[src/rtl/ps2_pkg.sv]
// Shared constants for the PS/2 host transmitter: state encoding, default
// timing, and a helper that sizes the shared inhibit/timeout counter.
package ps2_pkg;

    localparam int INHIBIT_CYCLES_DEF = 2500;
    localparam int TIMEOUT_CYCLES_DEF = 375000;
    localparam int MIN_CNT_W          = 19;

    localparam logic [3:0] ST_IDLE      = 4'd0;
    localparam logic [3:0] ST_INHIBIT   = 4'd1;
    localparam logic [3:0] ST_START     = 4'd2;
    localparam logic [3:0] ST_DATA      = 4'd3;
    localparam logic [3:0] ST_PARITY    = 4'd4;
    localparam logic [3:0] ST_STOP      = 4'd5;
    localparam logic [3:0] ST_ACK       = 4'd6;
    localparam logic [3:0] ST_WAIT_IDLE = 4'd7;

    // Counter width large enough for either phase, never below 19 bits.
    function automatic int cnt_width(input int a, input int b);
        int m;
        int w;
        m = (a > b) ? a : b;
        w = $clog2(m + 1);
        return (w > MIN_CNT_W) ? w : MIN_CNT_W;
    endfunction

endpackage

[src/rtl/ps2_host_tx_if.sv]
// Command handshake plus raw PS/2 line levels and open-drain enables.
// The master side is the environment: it issues commands and owns the pads.
interface ps2_host_tx_if;

    logic [7:0] tx_data;
    logic       tx_valid;
    logic       tx_ready;
    logic       tx_busy;
    logic       tx_done;
    logic       tx_error;
    logic       ps2_clk_in;
    logic       ps2_data_in;
    logic       ps2_clk_oe;
    logic       ps2_data_oe;

    modport master (
        output tx_data, tx_valid, ps2_clk_in, ps2_data_in,
        input  tx_ready, tx_busy, tx_done, tx_error, ps2_clk_oe, ps2_data_oe
    );

    modport slave (
        input  tx_data, tx_valid, ps2_clk_in, ps2_data_in,
        output tx_ready, tx_busy, tx_done, tx_error, ps2_clk_oe, ps2_data_oe
    );

endinterface

[src/rtl/ps2_sync_edge.sv]
// Two-flop synchronizer for one raw PS/2 line, plus a falling-edge strobe
// taken from the synchronized level.
module ps2_sync_edge (
    input  logic clk,
    input  logic reset_n,
    input  logic raw_i,
    output logic level_o,
    output logic fall_o
);

    logic meta_q;
    logic sync_q;
    logic prev_q;

    always_ff @(posedge clk or negedge reset_n) begin
        if (!reset_n) begin
            // NOTE: idle PS/2 lines sit high; resetting to 1 avoids a false edge on release.
            meta_q <= 1'b1;
            sync_q <= 1'b1;
            prev_q <= 1'b1;
        end else begin
            // NOTE: non-blocking assignments make these three flops a true shift chain.
            meta_q <= raw_i;
            sync_q <= meta_q;
            prev_q <= sync_q;
        end
    end

    assign level_o = sync_q;
    assign fall_o  = prev_q & ~sync_q;

endmodule

[src/rtl/ps2_host_tx.sv]
// PS/2 host-to-device transmitter: inhibits the clock, sends start, 8 data
// bits LSB first, odd parity and stop, then samples the device ACK.
module ps2_host_tx
    import ps2_pkg::*;
#(
    parameter int INHIBIT_CYCLES = INHIBIT_CYCLES_DEF,
    parameter int TIMEOUT_CYCLES = TIMEOUT_CYCLES_DEF
) (
    input logic          clk,
    input logic          reset_n,
    ps2_host_tx_if.slave bus
);

    localparam int              CNT_W       = cnt_width(INHIBIT_CYCLES, TIMEOUT_CYCLES);
    localparam logic [CNT_W-1:0] INH_LAST    = CNT_W'(INHIBIT_CYCLES - 1);
    localparam logic [CNT_W-1:0] INH_PRELAST = CNT_W'(INHIBIT_CYCLES - 2);
    localparam logic [CNT_W-1:0] TO_LAST     = CNT_W'(TIMEOUT_CYCLES - 1);

    logic [3:0]       state_q, state_d;
    logic [CNT_W-1:0] cnt_q, cnt_d;
    logic [3:0]       bit_cnt_q, bit_cnt_d;
    logic [7:0]       shift_q, shift_d;
    logic             parity_q, parity_d;
    logic             clk_oe_q, clk_oe_d;
    logic             data_oe_q, data_oe_d;
    logic             done_q, done_d;
    logic             error_q, error_d;

    logic clk_s, clk_fall;
    logic data_s, data_fall_unused;

    ps2_sync_edge u_clk_sync (
        .clk     (clk),
        .reset_n (reset_n),
        .raw_i   (bus.ps2_clk_in),
        .level_o (clk_s),
        .fall_o  (clk_fall)
    );

    ps2_sync_edge u_data_sync (
        .clk     (clk),
        .reset_n (reset_n),
        .raw_i   (bus.ps2_data_in),
        .level_o (data_s),
        .fall_o  (data_fall_unused)
    );

    always_comb begin
        // NOTE: every next-state signal gets a default first so no path infers a latch.
        state_d   = state_q;
        cnt_d     = cnt_q;
        bit_cnt_d = bit_cnt_q;
        shift_d   = shift_q;
        parity_d  = parity_q;
        data_oe_d = data_oe_q;
        done_d    = 1'b0;
        error_d   = 1'b0;

        case (state_q)
            ST_IDLE: begin
                data_oe_d = 1'b0;
                if (bus.tx_valid) begin
                    shift_d   = bus.tx_data;
                    parity_d  = ~^bus.tx_data;
                    cnt_d     = '0;
                    data_oe_d = (INHIBIT_CYCLES == 1);
                    state_d   = ST_INHIBIT;
                end
            end
            ST_INHIBIT: begin
                // Data is pulled low in the final inhibit cycle to present the start bit.
                if (cnt_q == INH_LAST) begin
                    cnt_d     = '0;
                    data_oe_d = 1'b1;
                    state_d   = ST_START;
                end else begin
                    cnt_d     = cnt_q + CNT_W'(1);
                    data_oe_d = (cnt_q == INH_PRELAST);
                end
            end
            ST_START, ST_DATA, ST_PARITY, ST_STOP, ST_ACK: begin
                if (cnt_q == TO_LAST) begin
                    cnt_d     = '0;
                    bit_cnt_d = '0;
                    data_oe_d = 1'b0;
                    error_d   = 1'b1;
                    state_d   = ST_IDLE;
                end else begin
                    cnt_d = cnt_q + CNT_W'(1);
                    if (clk_fall) begin
                        case (state_q)
                            ST_START: begin
                                data_oe_d = ~shift_q[0];
                                shift_d   = {1'b0, shift_q[7:1]};
                                bit_cnt_d = '0;
                                state_d   = ST_DATA;
                            end
                            ST_DATA: begin
                                if (bit_cnt_q == 4'd7) begin
                                    data_oe_d = ~parity_q;
                                    state_d   = ST_PARITY;
                                end else begin
                                    data_oe_d = ~shift_q[0];
                                    shift_d   = {1'b0, shift_q[7:1]};
                                    bit_cnt_d = bit_cnt_q + 4'd1;
                                end
                            end
                            ST_PARITY: begin
                                data_oe_d = 1'b0;
                                state_d   = ST_STOP;
                            end
                            ST_STOP: state_d = ST_ACK;
                            ST_ACK: begin
                                done_d    = ~data_s;
                                error_d   = data_s;
                                cnt_d     = '0;
                                bit_cnt_d = '0;
                                state_d   = ST_WAIT_IDLE;
                            end
                            default: ;
                        endcase
                    end
                end
            end
            ST_WAIT_IDLE: begin
                if (clk_s && data_s) state_d = ST_IDLE;
            end
            default: begin
                cnt_d     = '0;
                bit_cnt_d = '0;
                data_oe_d = 1'b0;
                state_d   = ST_IDLE;
            end
        endcase

        clk_oe_d = (state_d == ST_INHIBIT);
    end

    always_ff @(posedge clk or negedge reset_n) begin
        if (!reset_n) begin
            state_q   <= ST_IDLE;
            cnt_q     <= '0;
            bit_cnt_q <= '0;
            shift_q   <= '0;
            parity_q  <= 1'b0;
            clk_oe_q  <= 1'b0;
            data_oe_q <= 1'b0;
            done_q    <= 1'b0;
            error_q   <= 1'b0;
        end else begin
            state_q   <= state_d;
            cnt_q     <= cnt_d;
            bit_cnt_q <= bit_cnt_d;
            shift_q   <= shift_d;
            parity_q  <= parity_d;
            clk_oe_q  <= clk_oe_d;
            data_oe_q <= data_oe_d;
            done_q    <= done_d;
            error_q   <= error_d;
        end
    end

    assign bus.tx_ready    = (state_q == ST_IDLE);
    assign bus.tx_busy     = (state_q != ST_IDLE);
    assign bus.tx_done     = done_q;
    assign bus.tx_error    = error_q;
    assign bus.ps2_clk_oe  = clk_oe_q;
    assign bus.ps2_data_oe = data_oe_q;

endmodule

[src/flat_wrapper.sv]
// flat-port wrapper written by rule: the top's interface ports become plain ports
module ps2_host_tx_flat import ps2_pkg::*;
#(
    parameter int INHIBIT_CYCLES = INHIBIT_CYCLES_DEF,
    parameter int TIMEOUT_CYCLES = TIMEOUT_CYCLES_DEF
)
  (clk, reset_n, bus_tx_data, bus_tx_valid, bus_ps2_clk_in, bus_ps2_data_in, bus_tx_ready, bus_tx_busy, bus_tx_done, bus_tx_error, bus_ps2_clk_oe, bus_ps2_data_oe);
  ps2_host_tx_if bus_i ();
  input logic clk;
  input logic reset_n;
  input wire logic [$bits(bus_i.tx_data)-1:0] bus_tx_data;
  input wire logic [$bits(bus_i.tx_valid)-1:0] bus_tx_valid;
  input wire logic [$bits(bus_i.ps2_clk_in)-1:0] bus_ps2_clk_in;
  input wire logic [$bits(bus_i.ps2_data_in)-1:0] bus_ps2_data_in;
  output wire logic [$bits(bus_i.tx_ready)-1:0] bus_tx_ready;
  output wire logic [$bits(bus_i.tx_busy)-1:0] bus_tx_busy;
  output wire logic [$bits(bus_i.tx_done)-1:0] bus_tx_done;
  output wire logic [$bits(bus_i.tx_error)-1:0] bus_tx_error;
  output wire logic [$bits(bus_i.ps2_clk_oe)-1:0] bus_ps2_clk_oe;
  output wire logic [$bits(bus_i.ps2_data_oe)-1:0] bus_ps2_data_oe;
  assign bus_i.tx_data = bus_tx_data;
  assign bus_i.tx_valid = bus_tx_valid;
  assign bus_i.ps2_clk_in = bus_ps2_clk_in;
  assign bus_i.ps2_data_in = bus_ps2_data_in;
  assign bus_tx_ready = bus_i.tx_ready;
  assign bus_tx_busy = bus_i.tx_busy;
  assign bus_tx_done = bus_i.tx_done;
  assign bus_tx_error = bus_i.tx_error;
  assign bus_ps2_clk_oe = bus_i.ps2_clk_oe;
  assign bus_ps2_data_oe = bus_i.ps2_data_oe;
  ps2_host_tx #(.INHIBIT_CYCLES(INHIBIT_CYCLES), .TIMEOUT_CYCLES(TIMEOUT_CYCLES)) u_core (.clk(clk), .reset_n(reset_n), .bus(bus_i));
endmodule
[config.mk]
export PLATFORM = sky130hd
export DESIGN_NAME = ps2_host_tx_flat
export DESIGN_NICKNAME = d
export VERILOG_FILES = /design/src/rtl/ps2_pkg.sv /design/src/rtl/ps2_host_tx_if.sv /design/src/rtl/ps2_sync_edge.sv /design/src/rtl/ps2_host_tx.sv /design/src/flat_wrapper.sv
export SDC_FILE = /design/constraint.sdc
export NUM_CORES = 1
export LEC_CHECK = 0
export ABC_AREA = 1
export CAP_MARGIN = 15
export CORE_MARGIN = 3
export CORE_UTILIZATION = 53
export DETAILED_ROUTE_END_ITERATION = 12
export PLACE_DENSITY = 0.85
export REMOVE_ABC_BUFFERS = 1
export SYNTH_ARGS = -nofsm -noshare
export SYNTH_HDL_FRONTEND = slang
export SYNTH_SLANG_ARGS = --single-unit
[constraint.sdc]
create_clock -name clk -period 4 [get_ports clk]
set_input_delay 0.6 -clock clk [delete_from_list [all_inputs] [get_ports clk]]
set_output_delay 0.6 -clock clk [all_outputs]
set_load 0.05 [all_outputs]
==> implementation parameters <==
Parameter                              Value

Run status
  Run status ... completed

Cells and area
  Fraction of the core area covered by cells at the end of the flow ... 62.4%
  Final Instance Count excl. Fillers ... 493
  Final #Nets ... 438
  Layout area overhead ... 10.5%
  Share of layout cells above drive strength 1 ... 15.4%
  Ant diodes ... 0

Clock tree
  Clock slew at reported path FFs ... 100 ps
  Clock sinks ... 45
  CTS tree ... built
  Clock buffer depth ... 2
  Post-CTS setup repair buffer count ... 0
  Hold-fix buffers, CTS ... 0
  Buffer cell driving the clock tree root ... sky130_fd_sc_hd__clkbuf_8
  Number of CTS-inserted buffers ... 5
  # resized after CTS ... 0
  CTS H-Tree Depth ... 2
  Clk Latency, worst-skew pair ... 310 ps

Setup path
  Maximum net fanout on the critical path ... 5
  Crit-path max cell delay ... 830 ps
  Startpoint-to-endpoint class of the critical path ... flip-flop to output port
  CP endpoint kind ... output port
  Critical Path RT ... 3400 ps
  Endpoint arrival time on the critical path ... 2010 ps
  Cell type of the slowest stage on the worst timing path ... sky130_fd_sc_hd__clkdlybuf4s50_1
  Kind of launch point of the worst setup path ... flip-flop
  Critical path cell sequence ... inv_2 > nand2_2 > nor2_2 > inv_1 > clkdlybuf4s50_1

Synthesis
  Part of the Yosys area used for sequential elements ... 38.1%
  Number of synthesized register bits ... 45
  Post-synth design cell area ... 0.00297 sq mm
  Adder and majority cell fraction of the synthesized area ... 1.26%
  Post-synth cell types ... 40
  Area fraction in and, or, nand and nor cells after synthesis ... 38.2%
  Xor-xnor portion of the synthesized cell area ... 3.53%
  Main combinational cell family by area after synthesis ... simple AND/OR/NAND/NOR gates
  Synthesized area per cell ... 7.36 sq um
  Count of warnings emitted by yosys ... 0
  Multiplexer area fraction after synthesis ... 0%
  Async S/R FF share, synth ... 100%
  Gate count after technology mapping ... 404
  Compound-gate portion of the synthesized area ... 10.2%
  Commonest register cell after synthesis ... sky130_fd_sc_hd__dfrtp_1
  Number of synthesized flops with an enable pin ... 0

Routing
  First-pass detailed-route iteration total ... 6
  WL final ... 6500 um
  Number of nets still failing antenna checks after routing ... 0
  Number of DRC violations after detailed routing ... 0
  Number of DRC violations after detailed-routing iteration 0 ... 257
  Mean routed wirelength per cell ... 13.2 um
  Vias/cell ... 5.45
  Vias after detailed routing ... 2687

Power
  Leak pwr ... 1.49 nW
  VDD IR max ... 0.169 mV
  Total power divided by cell area ... 300 mW/mm^2

Place
  Gp weighted congestion ... 0.930
  Quantity of I/O buffers inserted on ports ... 18
  Detailed-placement wirelength estimate ... 4780 um
  Total instance count after detailed placement ... 485

Global routing
  Maximum number of pins on one net before global-route repair ... 46
  Final global-route overflow total ... 0
  Global-route wire length before repair ... 10800 um
  Vias in the first global route ... 2383
  Total global routing track utilization ... 21.1%
  Initial antenna violation count ... 0

STA
  Worst-Margin Slew ... 983 ps
  Final Slew Violations ... 0
  Min Clock Period, post-route ... 2610 ps
  Worst clock skew on the final layout ... 15.2 ps
  Final setup TNS ... 0 ps
  Fin. Hold Viols ... 0
  Final setup violation count ... 0
  Achievable frequency ... 384 MHz
  Worst-case headroom to the max-slew limit ... 34.5%
  Worst Hold Margin ... 365 ps
  Unrepaired setup endpoints after global routing ... no
  Final critical-path share of the clock period ... 65.1%

Die
  Initial Utilization ... 56.4%
  Number of rows created at floorplan ... 26
  Number of top-level pins ... 19
  Y dimension of the die ... 80.9 um
  Overall die width ... 80.9 um
  Floorplan die area ... 0.00655 sq mm
  Floorplan core area ... 0.00527 sq mm

Hold path
  Class of the tightest hold or removal check ... flip-flop to flip-flop

Job
  Number of max-cap violations ... 0
[worst max-delay path: cells and delay by family, from the launching register on]
kind,cells,cell delay (ps)
and+or+nand+nor,2,150
DFF,1,460
buffers and inverters,3,1070
[kinds of logic after synthesis]
logic type      after synthesis
simple gates                238
buf+inv                      58
compound gates               47
flops                        45
xor+xnor                     12
fa+ha+maj                     3
other cells                   1
[registers in the layout (all words and copies together), names as in the netlist]
register	cells
u_core.bit_cnt_q	4
u_core.bus.ps2_clk_oe	1
u_core.bus.ps2_data_oe	1
u_core.bus.tx_done	1
u_core.bus.tx_error	1
u_core.cnt_q	19
u_core.parity_q	1
u_core.shift_q	8
u_core.state_q	4
u_core.u_clk_sync.level_o	1
u_core.u_clk_sync.meta_q	1
u_core.u_clk_sync.prev_q	1
u_core.u_data_sync.level_o	1
u_core.u_data_sync.meta_q	1
[cells in the final DEF (no fill, tap or decap), drive strengths merged, types with 2 or more instances in the layout]
| master | count |
|---|---|
| clkdlybuf4s50 | 17 |
| o31ai | 2 |
| xor2 | 4 |
| nand3 | 44 |
| a21oi | 14 |
| xnor2 | 8 |
| dfstp | 5 |
| dfrtp | 40 |
| nor3 | 6 |
| nor2 | 67 |
| nand4 | 7 |
| nand2 | 112 |
| o21bai | 3 |
| ha | 3 |
| inv | 51 |
| clkbuf | 5 |
| o21ai | 22 |
[through the flow]
stage | setup WS, ps | cell area [sq um] | power, mW
2_1_floorplan | 1780 | 2910 | 0.590
3_3_place_gp | 1780 | 3170 | 0.632
3_5_place_dp | 1750 | 3170 | 0.639
4_1_cts | 1390 | 3290 | 0.993
5_1_grt | 1290 | 3290 | 1.02
6_report | 1390 | 3290 | 0.986
[report_power, final]
part | internal (mW) | switching (mW) | total [mW]
combinational | 0.0480 | 0.0847 | 0.133
clock | 0.187 | 0.169 | 0.356
sequential | 0.482 | 0.0150 | 0.497
total | 0.717 | 0.269 | 0.986
[cell usage after synthesis, types with 2 or more instances]
| cell type | n | area share (%) |
|---|---|---|
| sky130_fd_sc_hd__dfrtp_1 | 40 | 34 |
| sky130_fd_sc_hd__nor2_2 | 6 | 1.3 |
| sky130_fd_sc_hd__nand3_1 | 38 | 6.4 |
| sky130_fd_sc_hd__o21ai_1 | 2 | 0.34 |
| sky130_fd_sc_hd__inv_1 | 40 | 5.0 |
| sky130_fd_sc_hd__nand2_4 | 2 | 0.76 |
| sky130_fd_sc_hd__buf_6 | 5 | 1.9 |
| sky130_fd_sc_hd__ha_1 | 3 | 1.3 |
| sky130_fd_sc_hd__o31ai_1 | 2 | 0.50 |
| sky130_fd_sc_hd__a21oi_1 | 7 | 1.2 |
| sky130_fd_sc_hd__a21oi_2 | 6 | 1.8 |
| sky130_fd_sc_hd__nand3_2 | 4 | 1.3 |
| sky130_fd_sc_hd__nor2_1 | 58 | 7.3 |
| sky130_fd_sc_hd__nor3_2 | 2 | 0.67 |
| sky130_fd_sc_hd__nand4_1 | 7 | 1.5 |
| sky130_fd_sc_hd__xor2_1 | 4 | 1.2 |
| sky130_fd_sc_hd__inv_2 | 11 | 1.4 |
| sky130_fd_sc_hd__o21ai_0 | 18 | 3.0 |
| sky130_fd_sc_hd__nand2_1 | 98 | 12 |
| sky130_fd_sc_hd__nor3_1 | 4 | 0.67 |
| sky130_fd_sc_hd__o21ai_2 | 2 | 0.59 |
| sky130_fd_sc_hd__nand2_2 | 12 | 2.5 |
| sky130_fd_sc_hd__xnor2_1 | 8 | 2.4 |
| sky130_fd_sc_hd__o21bai_1 | 3 | 0.76 |
| sky130_fd_sc_hd__nand3_4 | 2 | 1.2 |
| sky130_fd_sc_hd__dfstp_2 | 5 | 4.4 |
| sky130_fd_sc_hd__nor2_8 | 2 | 1.3 |
[routing by layer]
layer  wire length, um  GRT usage (%)
met1              2920           28.5
met2              3100           34.9
met3               396           3.88
met4                86           5.74
met5                 0              0
[area by class of cell]
class / count / area [sq um]
Timing Repair Buffer: 18 / 175
Multi-Input combinational cell: 301 / 1590
Tap cell: 70 / 87.6
Fill cell: 478 / 1980
Clock buffer: 5 / 68.8
Inverter: 51 / 191
Clock inverter: 3 / 46.3
Sequential cell: 45 / 1130
[path summary, 6_finish.rpt]
check | startpoint | to | slack (ps) | cells after the start
max | u_core.state_q[1] | bus_tx_busy | 1390 | 5
min | u_core.u_data_sync.meta_q | u_core.u_data_sync.level_o | 360 | 0
max reg2reg | u_core.state_q[0] | u_core.shift_q[2] | 1940 | 8
min in group asynchronous | reset_n | u_core.bit_cnt_q[2] | 420 | 1
min reg2reg | u_core.u_data_sync.meta_q | u_core.u_data_sync.level_o | 360 | 0
max in group asynchronous | reset_n | u_core.cnt_q[15] | 2940 | 1
Note: power is estimated with default switching activity, not from simulation.
